**src/rtl/dma_channel_scheduler_if.sv**
```systemverilog
// Channel-side and core-side signal bundle for the DMA channel scheduler.
// master = scheduler, slave = requesters plus DMA core.
interface dma_channel_scheduler_if #(
  parameter int NUM_CH = 4
);
  logic [NUM_CH-1:0]    ch_req;
  logic [32*NUM_CH-1:0] ch_src;
  logic [32*NUM_CH-1:0] ch_dst;
  logic [32*NUM_CH-1:0] ch_len;
  logic [NUM_CH-1:0]    ch_ack;
  logic [NUM_CH-1:0]    ch_done;
  logic [NUM_CH-1:0]    ch_err;
  logic                 busy;
  logic                 core_start;
  logic [31:0]          core_src;
  logic [31:0]          core_dst;
  logic [31:0]          core_len;
  logic                 core_done;
  logic                 core_clk_en;
  logic                 core_power_on;

  modport master (
    input  ch_req, ch_src, ch_dst, ch_len, core_done,
    output ch_ack, ch_done, ch_err, busy, core_start,
    output core_src, core_dst, core_len,
    output core_clk_en, core_power_on
  );

  modport slave (
    output ch_req, ch_src, ch_dst, ch_len, core_done,
    input  ch_ack, ch_done, ch_err, busy, core_start,
    input  core_src, core_dst, core_len,
    input  core_clk_en, core_power_on
  );
endinterface

```
**src/rtl/dma_channel_scheduler.sv**
```systemverilog
// Round-robin multi-channel front end for the single-channel DMA core,
// including core power sequencing, idle power-down and hang recovery.
module dma_channel_scheduler #(
  parameter int NUM_CH       = 4,
  parameter int WAKE_CYCLES  = 4,
  parameter int IDLE_TIMEOUT = 256,
  parameter int WDOG_CYCLES  = 65536
) (
  input logic clk,
  input logic rst_n,
  dma_channel_scheduler_if.master bus
);

  localparam int PW = $clog2(NUM_CH);

  typedef enum logic [3:0] {
    S_OFF, S_WAKE, S_IDLE, S_ISSUE, S_RUN,
    S_COMPLETE, S_ZERO, S_REJECT, S_HUNG
  } state_t;

  state_t            state;
  state_t            nxt;
  logic [PW-1:0]     rr_ptr;
  logic [PW-1:0]     g_q;
  logic [PW-1:0]     g_inc;
  logic [PW-1:0]     grant;
  logic [PW-1:0]     g_sel;
  logic              found;
  int unsigned       idx;
  logic [31:0]       sel_len;
  logic [31:0]       wake_cnt;
  logic [31:0]       idle_cnt;
  logic [31:0]       wdog_cnt;
  logic [NUM_CH-1:0] onehot;
  logic [NUM_CH-1:0] ack_d;
  logic [NUM_CH-1:0] done_d;
  logic [NUM_CH-1:0] err_d;
  logic              start_d;
  logic              power_d;
  logic              clk_en_d;
  logic              busy_d;

  // First requester at or above rr_ptr, wrapping.
  always_comb begin
    grant = rr_ptr;
    found = 1'b0;
    idx   = 0;
    for (int k = 0; k < NUM_CH; k++) begin
      idx = int'(rr_ptr) + k;
      if (idx >= NUM_CH) idx = idx - NUM_CH;
      if (!found && bus.ch_req[idx]) begin
        found = 1'b1;
        grant = PW'(idx);
      end
    end
  end

  assign sel_len = bus.ch_len[32*grant +: 32];
  assign g_inc   = (g_q == PW'(NUM_CH-1)) ? '0 : g_q + 1'b1;

  always_ff @(posedge clk or negedge rst_n) begin
    if (!rst_n) state <= S_OFF;
    else        state <= nxt;
  end

  always_comb begin
    nxt = state;
    unique case (state)
      S_OFF:  if (|bus.ch_req) nxt = S_WAKE;
      S_WAKE: if (wake_cnt <= 32'd1) nxt = S_IDLE;
      S_IDLE: begin
        if (found) begin
          unique case (1'b1)
            sel_len == 32'd0:     nxt = S_ZERO;
            sel_len[1:0] != 2'd0: nxt = S_REJECT;
            default:              nxt = S_ISSUE;
          endcase
        end else if (IDLE_TIMEOUT != 0 &&
                     idle_cnt + 32'd1 == 32'(IDLE_TIMEOUT)) begin
          nxt = S_OFF;
        end
      end
      S_ISSUE: nxt = S_RUN;
      S_RUN: begin
        if (bus.core_done) nxt = S_COMPLETE;
        else if (wdog_cnt + 32'd1 == 32'(WDOG_CYCLES)) nxt = S_HUNG;
      end
      S_COMPLETE, S_ZERO, S_REJECT: nxt = S_IDLE;
      S_HUNG:  nxt = S_WAKE;
      default: nxt = S_OFF;
    endcase
  end

  // Outputs are decoded from the next state, then registered.
  always_comb begin
    g_sel         = (state == S_IDLE) ? grant : g_q;
    onehot        = '0;
    onehot[g_sel] = 1'b1;
    ack_d         = '0;
    done_d        = '0;
    err_d         = '0;
    start_d       = 1'b0;
    unique case (nxt)
      S_ISSUE:    begin start_d = 1'b1; ack_d = onehot; end
      S_ZERO:     begin ack_d = onehot; done_d = onehot; end
      S_REJECT:   begin ack_d = onehot; err_d = onehot; end
      S_COMPLETE: done_d = onehot;
      S_HUNG:     err_d = onehot;
      default:    ;
    endcase
    power_d  = !(nxt inside {S_OFF, S_HUNG});
    clk_en_d = !(nxt inside {S_OFF, S_WAKE, S_HUNG});
    busy_d   = !(nxt inside {S_OFF, S_IDLE});
  end

  always_ff @(posedge clk or negedge rst_n) begin
    if (!rst_n) begin
      rr_ptr            <= '0;
      g_q               <= '0;
      wake_cnt          <= '0;
      idle_cnt          <= '0;
      wdog_cnt          <= '0;
      bus.ch_ack        <= '0;
      bus.ch_done       <= '0;
      bus.ch_err        <= '0;
      bus.busy          <= 1'b0;
      bus.core_start    <= 1'b0;
      bus.core_src      <= '0;
      bus.core_dst      <= '0;
      bus.core_len      <= '0;
      bus.core_clk_en   <= 1'b0;
      bus.core_power_on <= 1'b0;
    end else begin
      bus.ch_ack        <= ack_d;
      bus.ch_done       <= done_d;
      bus.ch_err        <= err_d;
      bus.busy          <= busy_d;
      bus.core_start    <= start_d;
      bus.core_clk_en   <= clk_en_d;
      bus.core_power_on <= power_d;
      if (state == S_IDLE && found) begin
        g_q          <= grant;
        bus.core_src <= bus.ch_src[32*grant +: 32];
        bus.core_dst <= bus.ch_dst[32*grant +: 32];
        bus.core_len <= sel_len;
      end
      if (state inside {S_COMPLETE, S_ZERO, S_REJECT, S_HUNG})
        rr_ptr <= g_inc;
      if (nxt == S_WAKE && state != S_WAKE)
        wake_cnt <= 32'(WAKE_CYCLES);
      else if (state == S_WAKE)
        wake_cnt <= wake_cnt - 32'd1;
      if (state == S_IDLE && !found && nxt == S_IDLE)
        idle_cnt <= idle_cnt + 32'd1;
      else
        idle_cnt <= '0;
      wdog_cnt <= (state == S_RUN) ? wdog_cnt + 32'd1 : '0;
    end
  end

endmodule

```
**src/flat_wrapper.sv**
```systemverilog
// flat-port wrapper written by rule: the top's interface ports become plain ports
module dma_channel_scheduler_flat 
#(
  parameter int NUM_CH       = 4,
  parameter int WAKE_CYCLES  = 4,
  parameter int IDLE_TIMEOUT = 256,
  parameter int WDOG_CYCLES  = 65536
)
  (clk, rst_n, bus_ch_req, bus_ch_src, bus_ch_dst, bus_ch_len, bus_core_done, bus_ch_ack, bus_ch_done, bus_ch_err, bus_busy, bus_core_start, bus_core_src, bus_core_dst, bus_core_len, bus_core_clk_en, bus_core_power_on);
  dma_channel_scheduler_if #(.NUM_CH(NUM_CH)) bus_i ();
  input logic clk;
  input logic rst_n;
  input wire logic [$bits(bus_i.ch_req)-1:0] bus_ch_req;
  input wire logic [$bits(bus_i.ch_src)-1:0] bus_ch_src;
  input wire logic [$bits(bus_i.ch_dst)-1:0] bus_ch_dst;
  input wire logic [$bits(bus_i.ch_len)-1:0] bus_ch_len;
  input wire logic [$bits(bus_i.core_done)-1:0] bus_core_done;
  output wire logic [$bits(bus_i.ch_ack)-1:0] bus_ch_ack;
  output wire logic [$bits(bus_i.ch_done)-1:0] bus_ch_done;
  output wire logic [$bits(bus_i.ch_err)-1:0] bus_ch_err;
  output wire logic [$bits(bus_i.busy)-1:0] bus_busy;
  output wire logic [$bits(bus_i.core_start)-1:0] bus_core_start;
  output wire logic [$bits(bus_i.core_src)-1:0] bus_core_src;
  output wire logic [$bits(bus_i.core_dst)-1:0] bus_core_dst;
  output wire logic [$bits(bus_i.core_len)-1:0] bus_core_len;
  output wire logic [$bits(bus_i.core_clk_en)-1:0] bus_core_clk_en;
  output wire logic [$bits(bus_i.core_power_on)-1:0] bus_core_power_on;
  assign bus_i.ch_req = bus_ch_req;
  assign bus_i.ch_src = bus_ch_src;
  assign bus_i.ch_dst = bus_ch_dst;
  assign bus_i.ch_len = bus_ch_len;
  assign bus_i.core_done = bus_core_done;
  assign bus_ch_ack = bus_i.ch_ack;
  assign bus_ch_done = bus_i.ch_done;
  assign bus_ch_err = bus_i.ch_err;
  assign bus_busy = bus_i.busy;
  assign bus_core_start = bus_i.core_start;
  assign bus_core_src = bus_i.core_src;
  assign bus_core_dst = bus_i.core_dst;
  assign bus_core_len = bus_i.core_len;
  assign bus_core_clk_en = bus_i.core_clk_en;
  assign bus_core_power_on = bus_i.core_power_on;
  dma_channel_scheduler #(.NUM_CH(NUM_CH), .WAKE_CYCLES(WAKE_CYCLES), .IDLE_TIMEOUT(IDLE_TIMEOUT), .WDOG_CYCLES(WDOG_CYCLES)) u_core (.clk(clk), .rst_n(rst_n), .bus(bus_i));
endmodule
```
**config.mk**
```make
export PLATFORM = sky130hd
export DESIGN_NAME = dma_channel_scheduler_flat
export DESIGN_NICKNAME = d
export VERILOG_FILES = /design/src/rtl/dma_channel_scheduler_if.sv /design/src/rtl/dma_channel_scheduler.sv /design/src/flat_wrapper.sv
export SDC_FILE = /design/constraint.sdc
export NUM_CORES = 1
export LEC_CHECK = 0
export BUFFER_PORTS_ARGS = -buffer_cell sky130_fd_sc_hd__buf_2
export CAP_MARGIN = 0
export CORE_AREA = 4 4 196 198
export CTS_CLUSTER_SIZE = 16
export DETAILED_ROUTE_END_ITERATION = 6
export DIE_AREA = 0 0 200 202
export GPL_TIMING_DRIVEN = 0
export SLEW_MARGIN = 15
export SYNTH_ARGS = -nofsm -noshare
export SYNTH_HDL_FRONTEND = slang
export SYNTH_SLANG_ARGS = --single-unit
export TNS_END_PERCENT = 100
```
**constraint.sdc**
```tcl
create_clock -name clk -period 7.41 [get_ports clk]
set_input_delay 0 -clock clk [delete_from_list [all_inputs] [get_ports clk]]
set_output_delay 0 -clock clk [all_outputs]
set_load 0.05 [all_outputs]
```
==> impl_metrics.env, run 1 <==
export IMPL_placed_cell_count=2260
export IMPL_timing_final_setup_violations=0
export IMPL_power_frac_seq=0.251
export IMPL_mappedNetlistNets=1684
export IMPL_globalplace_congestion=1.05
export IMPL_worst_path_max_fanout=10
export IMPL_grt_use_total=0.262
export IMPL_layout_area_overhead_vs_synth_pct=47.7
export IMPL_timing_setup_tns_ns=0
export IMPL_timing_critical_path_from="u_core.rr_ptr[1]$_DFFE_PN0P_"
export IMPL_maxCapViolations=0
export IMPL_clkSlewWorstSetupHoldPaths_ns=0.06
export IMPL_grtUsageMet2=0.428
export IMPL_cp_arrival_ns=5.03
export IMPL_die_w_um=200
export IMPL_grt_most_used_layer="met2"
export IMPL_grt_setup_unrepaired="false"
export IMPL_crit_path_end_kind="flop"
export IMPL_ant_nets=0
export IMPL_final_min_period_over_clock_period=0.630
export IMPL_achievable_frequency_mhz=214
export IMPL_clock_skew_final_ns=0.0210
export IMPL_routed_wire_length_per_instance_um=21.6
export IMPL_sw_frac_of_total=0.463
export IMPL_hpwlAfterDp_mm=42.4
export IMPL_final_stage_net_count=2408
export IMPL_area_sequential_mm2=0.00541
export IMPL_mean_instance_size_in_the_synthesized_netlist_um2=9.87
export IMPL_net_switching_power_mw=3.40
export IMPL_synth_seq_area_share=0.425
export IMPL_synth_enable_flop_cells=0
export IMPL_remaining_drc_errors=0
export IMPL_tightestPinTransition_ns=1.11
export IMPL_outcome="finished clean"
export IMPL_hp_class="input pin to flop"
export IMPL_cts_tree="built"
export IMPL_power_density_mw_per_mm2=391
export IMPL_ctsLongestPathBuffers=3
export IMPL_drt_pass1_iter_count=5
export IMPL_maxSlewHeadroom=0.262
export IMPL_postSynthCellCount=1288
export IMPL_most_used_flip_flop_cell_after_synthesis="dfrtp_1"
export IMPL_met1_usage=0.354
export IMPL_die_area_mm2=0.0404
export IMPL_leakage_nw=8.74
export IMPL_use_met3=0.0473
export IMPL_worst_ep_required_time_ns=7.77
export IMPL_final_common_cell="buf_2"
export IMPL_clock_insertion_delay_worst_skew_ns=0.54
export IMPL_drt_total_wl_mm=53.9
export IMPL_clock_sinks=216
export IMPL_synthDistinctLibCells=69
export IMPL_top_level_ports=503
export IMPL_nFillCells=3426
export IMPL_netlist_area_pre_place_mm2=0.0127
export IMPL_postSynthRegisterBits=216
export IMPL_dr_total_vias=13307
export IMPL_final_hold_viol_count=0
export IMPL_drt_vias_per_instance=5.32
export IMPL_antenna_found_initial=15
export IMPL_crit_path_start_kind="flop"
export IMPL_dr_first_iter_drc_count=994
export IMPL_std_cell_rows=70
export IMPL_cts_root_buffer="clkbuf_16"
export IMPL_hold_worst_slack_ns=0.00718
export IMPL_post_route_min_period_ns=4.67
export IMPL_synth_async_reset_ratio=1.00
export IMPL_grt_pass1_wl_mm=81.6
export IMPL_p_int_mw=3.94
export IMPL_mostFrequentLayoutCells="buf_2 (514), nand2_1 (354), dfrtp_1 (216)"
export IMPL_criticalPathCategory="flop to flop"
export IMPL_fp_dieH_um=202
export IMPL_synth_yosys_warnings=0
export IMPL_number_of_global_route_vias_before_repair=13433
export IMPL_cts_made_buffers=26
export IMPL_regToRegStartpoint="u_core.rr_ptr[1]$_DFFE_PN0P_"
export IMPL_cts_htree_levels=1
export IMPL_vdd_drop_max_v=0.000218
export IMPL_holdCritStartpoint="bus_ch_len[33]"
export IMPL_initial_utilization=0.348
export IMPL_layout_drive_gt1_share=0.337
export IMPL_finish_cell_count_without_fillers=2502
export IMPL_grt_start_max_net_pins=82
export IMPL_share_clk_of_total_power=0.195
export IMPL_numPortBuffers=502
export IMPL_combined_area_of_the_multi_input_logic_cells_mm2=0.00688
export IMPL_post_cts_setup_buffers=0
export IMPL_global_route_overflow=0
export IMPL_timing_final_max_slew_violations=0
export IMPL_coreArea_mm2=0.0365
export IMPL_combPwrFrac=0.554
Yosys cell counts (all sizes together), types with 3 or more instances:
| cell | count | area share |
|---|---|---|
| a211oi | 8 | 0.0047 |
| nand2 | 354 | 0.10 |
| nor4 | 30 | 0.018 |
| and4 | 11 | 0.0076 |
| o21a | 3 | 0.0018 |
| clkbuf | 66 | 0.019 |
| nor2 | 88 | 0.026 |
| and3 | 16 | 0.0079 |
| inv | 15 | 0.0044 |
| xnor2 | 40 | 0.028 |
| mux4 | 96 | 0.17 |
| nand3 | 42 | 0.018 |
| o311ai | 7 | 0.0048 |
| o31ai | 9 | 0.0053 |
| or3 | 17 | 0.0084 |
| or4 | 18 | 0.011 |
| a211o | 3 | 0.0021 |
| buf | 23 | 0.010 |
| a21oi | 13 | 0.0051 |
| nor3 | 31 | 0.013 |
| a31oi | 6 | 0.0030 |
| dfrtp | 216 | 0.42 |
| ha | 5 | 0.0049 |
| and2 | 9 | 0.0044 |
| a31o | 3 | 0.0021 |
| o211ai | 8 | 0.0047 |
| o41ai | 7 | 0.0048 |
| nand4 | 27 | 0.013 |
| nand3b | 3 | 0.0021 |
| nor2b | 7 | 0.0034 |
| mux2i | 7 | 0.0055 |
| or2 | 8 | 0.0039 |
| xor2 | 30 | 0.021 |
| o21ai | 35 | 0.014 |
registers in the layout (all words and copies together) (netlist names), 2 cells and up:
register             cells
u_core.wdog_cnt         32
u_core.bus.ch_done       4
u_core.idle_cnt         32
u_core.bus.ch_err        4
u_core.bus.core_dst     32
u_core.state             4
u_core.bus.core_src     32
u_core.wake_cnt         32
u_core.rr_ptr            2
u_core.bus.ch_ack        4
u_core.g_q               2
u_core.bus.core_len     32
final cells by class:
| type | count | area share |
|---|---|---|
| Clock inverter | 9 | 0.00966 |
| Antenna cell | 3 | 0.000400 |
| Buffer | 89 | 0.0201 |
| Timing Repair Buffer | 696 | 0.240 |
| Tap cell | 468 | 0.0312 |
| Inverter | 15 | 0.00300 |
| Clock buffer | 38 | 0.0418 |
| Multi-Input combinational cell | 968 | 0.366 |
| Sequential cell | 216 | 0.288 |
per-stage QoR:
step                 util  total power [mW]  cell area, um2  worst slack [ns]
global route        0.514              7.75           18800              2.53
floorplan               -              4.34           12700              4.47
finish              0.514              7.33           18800              2.74
CTS                 0.514              7.36           18800              2.78
global placement    0.433              5.47           15800              2.40
detailed placement  0.435              5.51           15900              2.80
what timing repair did:
item	CTS	global route
hold buffers	192	0
endpoints found under the hold margin	227	0
gates resized for setup	0	0
cells by family after synthesis:
family                     synth area share
and+or+nand+nor                       0.249
DFF                                   0.425
AOI/OAI and AO/OA                    0.0628
adders and majority gates           0.00492
xor gates and xnor gates             0.0482
buffers and inverters                0.0340
muxes                                 0.176
routing by layer:
layer	wire, um	share of wire
met1	22300	0.41
met2	26000	0.48
met3	3340	0.062
met4	2210	0.041
met5	62	0.0011
worst max-delay path: stages, from the launching register on:
cell and delay, ns:
dfrtp_1 0.33, clkbuf_1 0.27, nor3_1 0.10, or4_1 0.50
nand2_1 0.46, clkbuf_1 0.88, mux4_2 0.49, nor4_1 0.39
nand4_1 0.28, o21a_1 0.29, nor3_1 0.50
power by group through the flow:
stage / sequential, mW / clock [mW] / combinational [mW]
after floorplan: 2.77 / 0 / 1.57
after global placement: 1.84 / 0 / 3.63
after detailed placement: 1.85 / 0 / 3.66
after CTS: 1.83 / 1.45 / 4.08
after global routing: 1.89 / 1.51 / 4.35
final: 1.84 / 1.43 / 4.07
path summary, 6_finish.rpt:
| check | endpoint | slack (ns) | cells after the start |
|---|---|---|---|
| setup / recovery | u_core.bus.ch_done[1]$_DFF_PN0_ | 2.74 | 10 |
| max in group asynchronous | u_core.bus.core_src[11]$_DFFE_PN0P_ | 6.48 | 3 |
| min in group asynchronous | u_core.bus.core_len[12]$_DFFE_PN0P_ | 0.06 | 2 |
| setup reg to reg | u_core.bus.ch_done[1]$_DFF_PN0_ | 2.74 | 10 |
| hold / removal | u_core.bus.core_len[1]$_DFFE_PN0P_ | 0.007 | 4 |
| hold reg to reg | u_core.bus.core_src[2]$_DFFE_PN0P_ | 0.47 | 2 |
No activity file was read; power rests on OpenSTA's default activity.
==> inputs of run 2 (changes only) <==
- clock period: 7.41 -> 4.4 ns (I/O delays scaled with it)
==> impl_metrics.env, run 2 (synthesized netlist as in run 1, its figures left out) <==
export IMPL_worst_r2r_path_depth=10
export IMPL_dr_first_iter_drc_count=1008
export IMPL_dr_total_vias=13306
export IMPL_layout_area_overhead_vs_synth_pct=47.8
export IMPL_holdCritStartpoint="bus_ch_len[33]"
export IMPL_numPortBuffers=502
export IMPL_crit_path_end_kind="flop"
export IMPL_finalPower_mw=12.3
export IMPL_mostFrequentLayoutCells="buf_2 (514), nand2_1 (353), dfrtp_1 (216)"
export IMPL_maxSlewHeadroom=0.380
export IMPL_final_common_cell="buf_2"
export IMPL_fp_dieH_um=202
export IMPL_timing_hold_worst_endpoint="u_core.bus.core_len[1]$_DFFE_PN0P_"
export IMPL_cts_root_buffer="clkbuf_16"
export IMPL_ant_nets=0
export IMPL_initial_utilization=0.348
export IMPL_vdd_drop_max_v=0.000373
export IMPL_timing_critical_path_from="u_core.rr_ptr[1]$_DFFE_PN0P_"
export IMPL_post_place_ws_ns=-0.205
export IMPL_drt_total_wl_mm=53.9
export IMPL_criticalPathCategory="flop to flop"
export IMPL_die_area_mm2=0.0404
export IMPL_hold_worst_slack_ns=0.00402
export IMPL_cp_arrival_ns=4.48
export IMPL_cts_htree_levels=1
export IMPL_coreArea_mm2=0.0365
export IMPL_top_level_ports=503
export IMPL_cts_tree="built"
export IMPL_regToRegStartpoint="u_core.rr_ptr[1]$_DFFE_PN0P_"
export IMPL_number_of_global_route_vias_before_repair=13433
export IMPL_timing_final_setup_violations=0
export IMPL_maxCapViolations=0
export IMPL_cts_made_buffers=26
export IMPL_post_cts_setup_buffers=0
export IMPL_post_route_min_period_ns=4.13
export IMPL_hpwlAfterDp_mm=42.4
export IMPL_drt_vias_per_instance=5.32
export IMPL_clkSlewWorstSetupHoldPaths_ns=0.06
export IMPL_grt_pass1_wl_mm=81.6
export IMPL_leakage_nw=8.76
export IMPL_worst_path_max_fanout=10
export IMPL_drt_pass1_iter_count=5
export IMPL_ctsLongestPathBuffers=3
export IMPL_clock_skew_final_ns=0.0217
export IMPL_global_route_overflow=0
export IMPL_tightestPinTransition_ns=0.930
export IMPL_clock_sinks=216
export IMPL_grt_setup_unrepaired="false"
export IMPL_worst_ep_required_time_ns=4.76
export IMPL_post_route_worst_setup_slack_ns=0.272
export IMPL_layout_drive_gt1_share=0.341
export IMPL_routed_wire_length_per_instance_um=21.5
export IMPL_remaining_drc_errors=0
export IMPL_antenna_found_initial=15
export IMPL_reg2reg_setup_slack_ns=0.27
export IMPL_crit_path_start_kind="flop"
export IMPL_outcome="finished clean"
export IMPL_globalplace_congestion=1.05
export IMPL_hp_class="input pin to flop"
export IMPL_die_w_um=200
export IMPL_grt_use_total=0.262
export IMPL_grt_start_max_net_pins=82
export IMPL_final_min_period_over_clock_period=0.938
export IMPL_final_stage_net_count=2408
export IMPL_timing_hold_worst_path_depth=4
export IMPL_timing_final_max_slew_violations=0
export IMPL_r2r_end="u_core.bus.ch_done[1]$_DFF_PN0_"
export IMPL_achievable_frequency_mhz=242
export IMPL_final_hold_viol_count=0
export IMPL_power_density_mw_per_mm2=657
export IMPL_std_cell_rows=70
export IMPL_clock_insertion_delay_worst_skew_ns=0.54
run 2: cell types whose count changed in the layout (fill, tap and decap cells not counted), sizes merged:
cell / before / now
clkbuf: 104 / 105
buf: 527 / 526
diode: 3 / 4
run 2: repair_timing:
item                                    CTS  global route
hold endpoints to repair                227             0
endpoints found under the setup margin    3            13
hold buffers                            192             0
gates resized for setup                   4             7
run 2: cell type report:
| cell class | instances | area, um2 |
|---|---|---|
| Timing Repair Buffer | 696 | 4500 |
| Clock inverter | 9 | 181 |
| Antenna cell | 4 | 10.0 |
| Clock buffer | 38 | 786 |
| Buffer | 89 | 385 |
| Inverter | 15 | 56.3 |
| Tap cell | 468 | 586 |
| Fill cell | 3425 | 17700 |
| Multi-Input combinational cell | 968 | 6880 |
| Sequential cell | 216 | 5410 |
run 2: worst max-delay path by stage:
| stage | endpoint | slack [ns] | cells after the start |
|---|---|---|---|
| 2_1_floorplan | u_core.bus.core_start$_DFF_PN0_ | 1.46 | 9 |
| 3_3_place_gp | u_core.bus.core_src[10]$_DFFE_PN0P_ | -0.61 | 1 |
| 3_5_place_dp | u_core.bus.ch_done[1]$_DFF_PN0_ | -0.21 | 10 |
| 4_1_cts | u_core.bus.ch_done[1]$_DFF_PN0_ | 0.11 | 10 |
| 5_1_grt | u_core.bus.ch_done[1]$_DFF_PN0_ | 0.007 | 9 |
| 6_report | u_core.bus.ch_done[1]$_DFF_PN0_ | 0.27 | 10 |
run 2: routing by layer:
| layer | up-vias | part of all wire | track usage |
|---|---|---|---|
| li1 | 6086 | - | - |
| met1 | 6532 | 0.41 | 0.354 |
| met2 | 550 | 0.48 | 0.428 |
| met3 | 128 | 0.066 | 0.0473 |
| met4 | 10 | 0.043 | 0.0837 |
| met5 | - | 0.0011 | 0 |
run 2: critical path, cell delays in order (launching register included):
cell	delay, ns
dfrtp_1	0.33
clkbuf_1	0.27
nor3_1	0.10
or4_1	0.52
nand2_2	0.28
clkbuf_2	0.43
mux4_2	0.44
nor4_1	0.49
nand4_1	0.28
o21a_1	0.29
nor3_1	0.50
run 2: through the flow:
stage | instances | setup TNS (ns) | utilization | instance area, um2
after floorplan | 1288 | 0 | - | 12700
after global routing | 2502 | 0 | 0.514 | 18800
final | 2503 | 0 | 0.515 | 18800
after detailed placement | 2260 | -0.423 | 0.435 | 15900
after CTS | 2499 | 0 | 0.514 | 18800
after global placement | 2258 | -126.33 | 0.433 | 15800
run 2: report_power, final:
group          switching, mW  internal [mW]
Combinational           4.37           2.47
Clock                  0.878           1.53
Sequential             0.464           2.64
Total                   5.72           6.63
